--- src/rtl/s2mm_burst_writer_if.sv ---
// Bus bundle for the S2MM burst writer: command, sample and status streams plus
// the AXI4 write channels. "master" is the writer side, "slave" the environment.
interface s2mm_burst_writer_if #(
    parameter int MM_ADDR_WIDTH = 32
);
    logic                       S_AXIS_CMD_tvalid;
    logic                       S_AXIS_CMD_tready;
    logic [MM_ADDR_WIDTH+39:0]  S_AXIS_CMD_tdata;
    logic                       S_AXIS_tvalid;
    logic                       S_AXIS_tready;
    logic [31:0]                S_AXIS_tdata;
    logic [MM_ADDR_WIDTH-1:0]   M_AXI_awaddr;
    logic [7:0]                 M_AXI_awlen;
    logic [2:0]                 M_AXI_awsize;
    logic [1:0]                 M_AXI_awburst;
    logic                       M_AXI_awvalid;
    logic                       M_AXI_awready;
    logic [31:0]                M_AXI_wdata;
    logic [3:0]                 M_AXI_wstrb;
    logic                       M_AXI_wlast;
    logic                       M_AXI_wvalid;
    logic                       M_AXI_wready;
    logic [1:0]                 M_AXI_bresp;
    logic                       M_AXI_bvalid;
    logic                       M_AXI_bready;
    logic                       M_AXIS_STS_tvalid;
    logic                       M_AXIS_STS_tready;
    logic [7:0]                 M_AXIS_STS_tdata;

    modport master (
        input  S_AXIS_CMD_tvalid, S_AXIS_CMD_tdata, S_AXIS_tvalid, S_AXIS_tdata,
               M_AXI_awready, M_AXI_wready, M_AXI_bresp, M_AXI_bvalid, M_AXIS_STS_tready,
        output S_AXIS_CMD_tready, S_AXIS_tready, M_AXI_awaddr, M_AXI_awlen, M_AXI_awsize,
               M_AXI_awburst, M_AXI_awvalid, M_AXI_wdata, M_AXI_wstrb, M_AXI_wlast,
               M_AXI_wvalid, M_AXI_bready, M_AXIS_STS_tvalid, M_AXIS_STS_tdata
    );

    modport slave (
        output S_AXIS_CMD_tvalid, S_AXIS_CMD_tdata, S_AXIS_tvalid, S_AXIS_tdata,
               M_AXI_awready, M_AXI_wready, M_AXI_bresp, M_AXI_bvalid, M_AXIS_STS_tready,
        input  S_AXIS_CMD_tready, S_AXIS_tready, M_AXI_awaddr, M_AXI_awlen, M_AXI_awsize,
               M_AXI_awburst, M_AXI_awvalid, M_AXI_wdata, M_AXI_wstrb, M_AXI_wlast,
               M_AXI_wvalid, M_AXI_bready, M_AXIS_STS_tvalid, M_AXIS_STS_tdata
    );
endinterface

--- src/rtl/s2mm_burst_writer.sv ---
// S2MM burst writer: turns one ADDR/BTT command into AXI4 INCR bursts of up to
// 16 beats fed straight from the sample stream, then emits one status byte.
//   state     | meaning
//   ST_IDLE   | waiting for a command
//   ST_ADDR   | presenting the burst address
//   ST_DATA   | passing samples through to the write channel
//   ST_RESP   | waiting for the burst write response
//   ST_STATUS | presenting the status byte
module s2mm_burst_writer #(
    parameter int MM_ADDR_WIDTH = 32
) (
    input  logic                  SYS_aclk,
    input  logic                  SYS_areset,
    s2mm_burst_writer_if.master   bus
);
    localparam int AW = MM_ADDR_WIDTH;

    typedef enum logic [2:0] {
        ST_IDLE,
        ST_ADDR,
        ST_DATA,
        ST_RESP,
        ST_STATUS
    } state_t;

    state_t         r_state;
    state_t         w_state_nxt;
    logic           r_cmd_rdy;
    logic [AW-1:0]  r_awaddr;
    logic [7:0]     r_awlen;
    logic [7:0]     r_beat_cnt;
    logic [20:0]    r_beats_left;
    logic [3:0]     r_tag;
    logic           r_slverr;
    logic           r_decerr;
    logic [7:0]     r_sts_tdata;

    logic [AW-1:0]  w_cmd_addr;
    logic [22:0]    w_cmd_btt;
    logic [3:0]     w_cmd_tag;
    logic           w_cmd_bad;
    logic           w_cmd_fire;
    logic           w_beat;
    logic           w_last_beat;
    logic           w_b_fire;
    logic [20:0]    w_burst_beats;
    logic [20:0]    w_beats_rem;
    logic [AW-1:0]  w_burst_bytes;
    logic           w_slverr_nxt;
    logic           w_decerr_nxt;
    logic           w_unused;

    function automatic logic [7:0] burst_len(input logic [20:0] beats);
        if (beats >= 21'd16)
            return 8'd15;
        return {3'b000, beats[4:0]} - 8'd1;
    endfunction

    assign w_cmd_btt  = bus.S_AXIS_CMD_tdata[22:0];
    assign w_cmd_addr = bus.S_AXIS_CMD_tdata[AW+31:32];
    assign w_cmd_tag  = bus.S_AXIS_CMD_tdata[AW+35:AW+32];
    // TYPE/DSA/EOF/DRR/RSVD carry no meaning for this writer
    assign w_unused   = ^{bus.S_AXIS_CMD_tdata[AW+39:AW+36], bus.S_AXIS_CMD_tdata[31:23]};

    assign w_cmd_bad   = (w_cmd_btt == 23'd0) || (w_cmd_btt[1:0] != 2'b00) || (w_cmd_addr[5:0] != 6'd0);
    assign w_cmd_fire  = r_cmd_rdy && bus.S_AXIS_CMD_tvalid;
    assign w_beat      = (r_state == ST_DATA) && bus.S_AXIS_tvalid && bus.M_AXI_wready;
    assign w_last_beat = w_beat && (r_beat_cnt == r_awlen);
    assign w_b_fire    = (r_state == ST_RESP) && bus.M_AXI_bvalid;

    assign w_burst_beats = {13'd0, r_awlen} + 21'd1;
    assign w_beats_rem   = r_beats_left - w_burst_beats;
    assign w_burst_bytes = AW'({w_burst_beats, 2'b00});
    assign w_slverr_nxt  = r_slverr || (bus.M_AXI_bresp == 2'b10);
    assign w_decerr_nxt  = r_decerr || (bus.M_AXI_bresp == 2'b11);

    assign bus.M_AXI_awsize     = 3'b010;
    assign bus.M_AXI_awburst    = 2'b01;
    assign bus.M_AXI_wstrb      = 4'hF;
    assign bus.M_AXI_wdata      = bus.S_AXIS_tdata;
    assign bus.M_AXI_awaddr     = r_awaddr;
    assign bus.M_AXI_awlen      = r_awlen;
    assign bus.M_AXIS_STS_tdata = r_sts_tdata;
    assign bus.S_AXIS_CMD_tready = r_cmd_rdy;

    always_ff @(posedge SYS_aclk or posedge SYS_areset) begin
        if (SYS_areset)
            r_state <= ST_IDLE;
        else
            r_state <= w_state_nxt;
    end

    always_comb begin
        w_state_nxt           = r_state;
        bus.M_AXI_awvalid     = 1'b0;
        bus.M_AXI_wvalid      = 1'b0;
        bus.M_AXI_wlast       = 1'b0;
        bus.S_AXIS_tready     = 1'b0;
        bus.M_AXI_bready      = 1'b0;
        bus.M_AXIS_STS_tvalid = 1'b0;
        case (r_state)
            ST_IDLE: begin
                if (w_cmd_fire)
                    w_state_nxt = w_cmd_bad ? ST_STATUS : ST_ADDR;
            end
            ST_ADDR: begin
                bus.M_AXI_awvalid = 1'b1;
                if (bus.M_AXI_awready)
                    w_state_nxt = ST_DATA;
            end
            ST_DATA: begin
                bus.M_AXI_wvalid  = bus.S_AXIS_tvalid;
                bus.S_AXIS_tready = bus.M_AXI_wready;
                bus.M_AXI_wlast   = (r_beat_cnt == r_awlen);
                if (w_last_beat)
                    w_state_nxt = ST_RESP;
            end
            ST_RESP: begin
                bus.M_AXI_bready = 1'b1;
                if (bus.M_AXI_bvalid)
                    w_state_nxt = (w_beats_rem != 21'd0) ? ST_ADDR : ST_STATUS;
            end
            ST_STATUS: begin
                bus.M_AXIS_STS_tvalid = 1'b1;
                if (bus.M_AXIS_STS_tready)
                    w_state_nxt = ST_IDLE;
            end
            default: w_state_nxt = ST_IDLE;
        endcase
    end

    // Command ready is registered so it stays low for the first cycle after reset
    always_ff @(posedge SYS_aclk or posedge SYS_areset) begin
        if (SYS_areset) begin
            r_cmd_rdy    <= 1'b0;
            r_awaddr     <= '0;
            r_awlen      <= '0;
            r_beat_cnt   <= '0;
            r_beats_left <= '0;
            r_tag        <= '0;
            r_slverr     <= 1'b0;
            r_decerr     <= 1'b0;
            r_sts_tdata  <= '0;
        end else begin
            r_cmd_rdy <= (w_state_nxt == ST_IDLE);
            if (w_cmd_fire) begin
                r_awaddr     <= w_cmd_addr;
                r_beats_left <= w_cmd_btt[22:2];
                r_awlen      <= w_cmd_bad ? 8'd0 : burst_len(w_cmd_btt[22:2]);
                r_tag        <= w_cmd_tag;
                r_slverr     <= 1'b0;
                r_decerr     <= 1'b0;
                r_beat_cnt   <= '0;
                if (w_cmd_bad)
                    r_sts_tdata <= {4'b0001, w_cmd_tag};
            end
            if (w_beat)
                r_beat_cnt <= w_last_beat ? 8'd0 : r_beat_cnt + 8'd1;
            if (w_b_fire) begin
                r_slverr     <= w_slverr_nxt;
                r_decerr     <= w_decerr_nxt;
                r_beats_left <= w_beats_rem;
                r_awaddr     <= r_awaddr + w_burst_bytes;
                r_awlen      <= burst_len(w_beats_rem);
                if (w_beats_rem == 21'd0)
                    r_sts_tdata <= {~(w_slverr_nxt | w_decerr_nxt), w_slverr_nxt, w_decerr_nxt, 1'b0, r_tag};
            end
        end
    end
endmodule
--- src/flat_wrapper.sv ---
// flat-port wrapper written by rule: the top's interface ports become plain ports
module s2mm_burst_writer_flat 
#(
    parameter int MM_ADDR_WIDTH = 32
)
  (SYS_aclk, SYS_areset, bus_S_AXIS_CMD_tvalid, bus_S_AXIS_CMD_tdata, bus_S_AXIS_tvalid, bus_S_AXIS_tdata, bus_M_AXI_awready, bus_M_AXI_wready, bus_M_AXI_bresp, bus_M_AXI_bvalid, bus_M_AXIS_STS_tready, bus_S_AXIS_CMD_tready, bus_S_AXIS_tready, bus_M_AXI_awaddr, bus_M_AXI_awlen, bus_M_AXI_awsize, bus_M_AXI_awburst, bus_M_AXI_awvalid, bus_M_AXI_wdata, bus_M_AXI_wstrb, bus_M_AXI_wlast, bus_M_AXI_wvalid, bus_M_AXI_bready, bus_M_AXIS_STS_tvalid, bus_M_AXIS_STS_tdata);
  s2mm_burst_writer_if #(.MM_ADDR_WIDTH(MM_ADDR_WIDTH)) bus_i ();
  input  logic SYS_aclk;
  input  logic SYS_areset;
  input wire logic [$bits(bus_i.S_AXIS_CMD_tvalid)-1:0] bus_S_AXIS_CMD_tvalid;
  input wire logic [$bits(bus_i.S_AXIS_CMD_tdata)-1:0] bus_S_AXIS_CMD_tdata;
  input wire logic [$bits(bus_i.S_AXIS_tvalid)-1:0] bus_S_AXIS_tvalid;
  input wire logic [$bits(bus_i.S_AXIS_tdata)-1:0] bus_S_AXIS_tdata;
  input wire logic [$bits(bus_i.M_AXI_awready)-1:0] bus_M_AXI_awready;
  input wire logic [$bits(bus_i.M_AXI_wready)-1:0] bus_M_AXI_wready;
  input wire logic [$bits(bus_i.M_AXI_bresp)-1:0] bus_M_AXI_bresp;
  input wire logic [$bits(bus_i.M_AXI_bvalid)-1:0] bus_M_AXI_bvalid;
  input wire logic [$bits(bus_i.M_AXIS_STS_tready)-1:0] bus_M_AXIS_STS_tready;
  output wire logic [$bits(bus_i.S_AXIS_CMD_tready)-1:0] bus_S_AXIS_CMD_tready;
  output wire logic [$bits(bus_i.S_AXIS_tready)-1:0] bus_S_AXIS_tready;
  output wire logic [$bits(bus_i.M_AXI_awaddr)-1:0] bus_M_AXI_awaddr;
  output wire logic [$bits(bus_i.M_AXI_awlen)-1:0] bus_M_AXI_awlen;
  output wire logic [$bits(bus_i.M_AXI_awsize)-1:0] bus_M_AXI_awsize;
  output wire logic [$bits(bus_i.M_AXI_awburst)-1:0] bus_M_AXI_awburst;
  output wire logic [$bits(bus_i.M_AXI_awvalid)-1:0] bus_M_AXI_awvalid;
  output wire logic [$bits(bus_i.M_AXI_wdata)-1:0] bus_M_AXI_wdata;
  output wire logic [$bits(bus_i.M_AXI_wstrb)-1:0] bus_M_AXI_wstrb;
  output wire logic [$bits(bus_i.M_AXI_wlast)-1:0] bus_M_AXI_wlast;
  output wire logic [$bits(bus_i.M_AXI_wvalid)-1:0] bus_M_AXI_wvalid;
  output wire logic [$bits(bus_i.M_AXI_bready)-1:0] bus_M_AXI_bready;
  output wire logic [$bits(bus_i.M_AXIS_STS_tvalid)-1:0] bus_M_AXIS_STS_tvalid;
  output wire logic [$bits(bus_i.M_AXIS_STS_tdata)-1:0] bus_M_AXIS_STS_tdata;
  assign bus_i.S_AXIS_CMD_tvalid = bus_S_AXIS_CMD_tvalid;
  assign bus_i.S_AXIS_CMD_tdata = bus_S_AXIS_CMD_tdata;
  assign bus_i.S_AXIS_tvalid = bus_S_AXIS_tvalid;
  assign bus_i.S_AXIS_tdata = bus_S_AXIS_tdata;
  assign bus_i.M_AXI_awready = bus_M_AXI_awready;
  assign bus_i.M_AXI_wready = bus_M_AXI_wready;
  assign bus_i.M_AXI_bresp = bus_M_AXI_bresp;
  assign bus_i.M_AXI_bvalid = bus_M_AXI_bvalid;
  assign bus_i.M_AXIS_STS_tready = bus_M_AXIS_STS_tready;
  assign bus_S_AXIS_CMD_tready = bus_i.S_AXIS_CMD_tready;
  assign bus_S_AXIS_tready = bus_i.S_AXIS_tready;
  assign bus_M_AXI_awaddr = bus_i.M_AXI_awaddr;
  assign bus_M_AXI_awlen = bus_i.M_AXI_awlen;
  assign bus_M_AXI_awsize = bus_i.M_AXI_awsize;
  assign bus_M_AXI_awburst = bus_i.M_AXI_awburst;
  assign bus_M_AXI_awvalid = bus_i.M_AXI_awvalid;
  assign bus_M_AXI_wdata = bus_i.M_AXI_wdata;
  assign bus_M_AXI_wstrb = bus_i.M_AXI_wstrb;
  assign bus_M_AXI_wlast = bus_i.M_AXI_wlast;
  assign bus_M_AXI_wvalid = bus_i.M_AXI_wvalid;
  assign bus_M_AXI_bready = bus_i.M_AXI_bready;
  assign bus_M_AXIS_STS_tvalid = bus_i.M_AXIS_STS_tvalid;
  assign bus_M_AXIS_STS_tdata = bus_i.M_AXIS_STS_tdata;
  s2mm_burst_writer #(.MM_ADDR_WIDTH(MM_ADDR_WIDTH)) u_core (.SYS_aclk(SYS_aclk), .SYS_areset(SYS_areset), .bus(bus_i));
endmodule
--- config.mk ---
export PLATFORM = sky130hd
export DESIGN_NAME = s2mm_burst_writer_flat
export DESIGN_NICKNAME = d
export VERILOG_FILES = /design/src/rtl/s2mm_burst_writer_if.sv /design/src/rtl/s2mm_burst_writer.sv /design/src/flat_wrapper.sv
export SDC_FILE = /design/constraint.sdc
export NUM_CORES = 1
export LEC_CHECK = 0
export CORE_ASPECT_RATIO = 1.4
export CORE_MARGIN = 10
export CORE_UTILIZATION = 45
export CTS_CLUSTER_DIAMETER = 100
export DETAILED_ROUTE_END_ITERATION = 12
export DONT_BUFFER_PORTS = 1
export PLACE_DENSITY = 0.68
export SYNTH_ARGS = -nofsm -noshare
export SYNTH_HDL_FRONTEND = slang
export SYNTH_SLANG_ARGS = --single-unit
--- constraint.sdc ---
create_clock -name SYS_aclk -period 5.8 [get_ports SYS_aclk]
set_input_delay 0.87 -clock SYS_aclk [delete_from_list [all_inputs] [get_ports SYS_aclk]]
set_output_delay 0.87 -clock SYS_aclk [all_outputs]
set_load 0.01 [all_outputs]
==> summary.md <==
| Metric | Value |
|---|---|
| CP startpoint kind | flip-flop |
| Port buffer count | 0 |
| Max-Cap Viols | 0 |
| Overall power | between 2 and 2.5 mW |
| Global placer's final weighted congestion | 0.879 |
| Growth of design area from synthesis to finish | 2.16% |
| Bufs and invs on worst path | 1 |
| Grt ovf | 0 |
| Synth top area cells | dfrtp_1 (35%), buf_4 (5.4%), ha_1 (4.7%), o21ai_0 (3.8%), nand2_1 (3.5%) |
| Synth area leader | dfrtp_1 |
| Hold Vio Cnt, Final | 0 |
| Worst-path clk slew | 0.06 ns |
| Gr usage total | 0.183 |
| Sink Count | 85 |
| Vias in the first global route | around 5,300 |
| Pre-CTS WS | between 1.5 and 2 ns |
| Main synth FF type | dfrtp_1 |
| Minimum clock period | 4.12 ns |
| Post-CTS Setup Inserts | 0 |
| Largest stage delay on the critical path | around 0.60 ns |
| Setup TNS | 0 ns |
| Final Net Count | 790 |
| Final Max Slew Viols | 0 |
| Ant. Diodes | 0 |
| Initial DRC Count | 276 |
| Synth top area share | 0.347 |
| Io pins | 210 |
| Tcrit/Tclk final | 0.710 |
| WP data required | 6.03 ns |
| Initial antenna violation count | 0 |
| Die Height | 158 um |
| CTS H-tree depth | 3 |
| Synthesis Warnings | 0 |
| Hold_ws | 0.503 ns |
| Share of cells above drive strength 1 | 0.0869 |
| Largest delay share family, worst path | simple AND/OR/NAND/NOR gates |
| Die Area | about 19,000 sq um |
| Synth cell types | 75 |
| Largest net degree at the start of global routing | 86 |
| Post_cts resized | 0 |
| Final WS setup | 1.68 ns |
| CP cell instances | ha_1 > nand3_1 > xnor2_1 > inv_1 > ha_1 > and2b_2 > o31ai_2 > nand2_1 > o41a_1 > nand3b_1 > mux2_4 |
| RSZ-0062 raised after global routing | no |
| Later-pin clock latency in the skew report | 0.35 ns |
| DIE WIDTH | 119 um |
| Post-synth EDFFs | 0 |
| Pwr dens | 365 nW/um^2 |
| Status | complete, no violations |
| # DRC | 0 |
| Register area | 2130 sq um |
| TritonCTS clock tree | yes |
| Relative slew slack | 0.183 |
| Final setup skew | 0.00636 ns |
| First-pass GRT wire length | 27,800 um |
| Layout fillers | between 1,000 and 1,500 |
| Clock Path Buffers | 2 |
| Worst Path Max Fanout | 9 |
| Fmax | 0.243 GHz |
| Synthesized area | 6140 sq um |
| Crit end category | flip-flop |
| Worst Tran Pin Value | 1.22 ns |
| Setup Viol. Count Final | 0 |
| Wire per inst | 21.0 um |
| Core area | 13,400 sq um |
| CTS Hold Bufs | 0 |
| Pre-antenna DRT Iters | 5 |
| Most frequent cell after synthesis | dfrtp_1 |
| Leakage | 2.69 nW |
| Vias per cell | 6.15 |
| Multi-input logic area | 3490 sq um |
| Via count | 5,155 |
| WL final | 17,600 um |
| Commonest cells post-synth | dfrtp_1 (85), nand2_1 (58), nor2_1 (56), o21ai_0 (46), buf_4 (44) |
| Type of the most critical hold path | flip-flop to flip-flop |
| Initial Utilization | 0.459 |
| Maximum vdd drop | roughly 0.14 mV |
| Dpl hpwl | 13,300 um |
| Seq/Total Area, Yosys | 0.347 |
| Row count | 50 |
| Crit Path Category | flip-flop to flip-flop |
| Syn Inst Count | 701 |
| Cts bufs inserted | 9 |
| Most used cell, CP | ha_1 |
| Post-synth ARST share | 1.00 |
| Post-route ant nets | 0 |
| Number of synthesized register bits | 85 |
| Root buffer cell | clkbuf_16 |
| Crit path max-delay cell type | dfrtp_1 |
| Synth Area per Inst | just under 9 sq um |
| Arrival @ worst endpoint | between 4 and 5 ns |
[worst paths after layout]
path / startpoint / to / slack, ns / depth (start not counted)
max in group asynchronous: SYS_areset / u_core.bus.M_AXI_awaddr[3] / 4.34 / 2
max reg2reg: u_core.bus.M_AXI_awlen[1] / u_core.bus.M_AXIS_STS_tdata[0] / 1.68 / 11
min in group asynchronous: SYS_areset / u_core.bus.M_AXI_awaddr[20] / 0.77 / 2
min: u_core.r_tag[2] / u_core.bus.M_AXIS_STS_tdata[2] / 0.50 / 1
min reg2reg: u_core.r_tag[2] / u_core.bus.M_AXIS_STS_tdata[2] / 0.50 / 1
max: u_core.bus.M_AXI_awlen[1] / u_core.bus.M_AXIS_STS_tdata[0] / 1.68 / 11
[cell families after synthesis]
group | count (synthesis) | share of synthesized area
adder cells (fa/ha/maj) | 25 | 0.0534
other | 2 | 0.00122
AND/OR/NAND/NOR | 233 | 0.194
buffers and inverters | 102 | 0.0905
multiplexers | 32 | 0.0571
flip-flops | 85 | 0.347
AO/OA/AOI/OAI | 198 | 0.223
XOR/XNOR | 24 | 0.0342
[cell usage in the layout (no fill, tap or decap), types with 16 or more instances in the layout]
| master | count |
|---|---|
| inv_1 | 27 |
| nand2_1 | 58 |
| a21oi_1 | 35 |
| nor3_1 | 16 |
| a211oi_1 | 20 |
| nor2_1 | 55 |
| nand3_1 | 24 |
| dfrtp_1 | 85 |
| and3_1 | 16 |
| o21ai_0 | 46 |
| mux2i_1 | 20 |
| ha_1 | 23 |
[through the flow]
stage                     instances  utilization  cell area, sq um
after CTS                       838        0.468              6270
after detailed placement        822        0.448              5990
after global routing            838        0.468              6270
after global placement          822        0.448              5990
final                           838        0.468              6270
after floorplan                 708            -              6160
[power by group]
| group | leakage [nW] | switching (mW) | internal (mW) | total [mW] |
|---|---|---|---|---|
| clock | 0.138 | 0.237 | 0.312 | 0.548 |
| combinational | 1.52 | 0.460 | 0.337 | 0.797 |
| sequential | 1.03 | 0.210 | 0.733 | 0.943 |
| total | 2.69 | 0.907 | 1.38 | 2.29 |
[sequential cells by signal (all words and copies together) (netlist names)]
register and cells:
u_core.bus.M_AXI_awaddr 32, u_core.r_beats_left 21, u_core.bus.M_AXIS_STS_tdata 8, u_core.r_beat_cnt 8
u_core.bus.M_AXI_awlen 6, u_core.r_tag 4, u_core.r_state 3, u_core.bus.S_AXIS_CMD_tready 1
u_core.r_decerr 1, u_core.r_slverr 1
[layer usage]
metal / up-vias / global-route usage / wire length [um]
li1: 2418 / - / -
met1: 2500 / 0.188 / 6490
met2: 195 / 0.327 / 9100
met3: 42 / 0.0617 / 1450
met4: 0 / 0.0869 / 526
met5: - / 0 / 0
[area by class of cell]
| cell class | count | area share |
|---|---|---|
| flip-flops and latches | 85 | 0.339 |
| clock buffers | 12 | 0.0409 |
| repair buffers | 6 | 0.00718 |
| clock inverters | 4 | 0.00359 |
| well taps | 182 | 0.0363 |
| inverters | 28 | 0.0170 |
| multi-input cells | 521 | 0.556 |
Power figures use the tool's default switching activity.
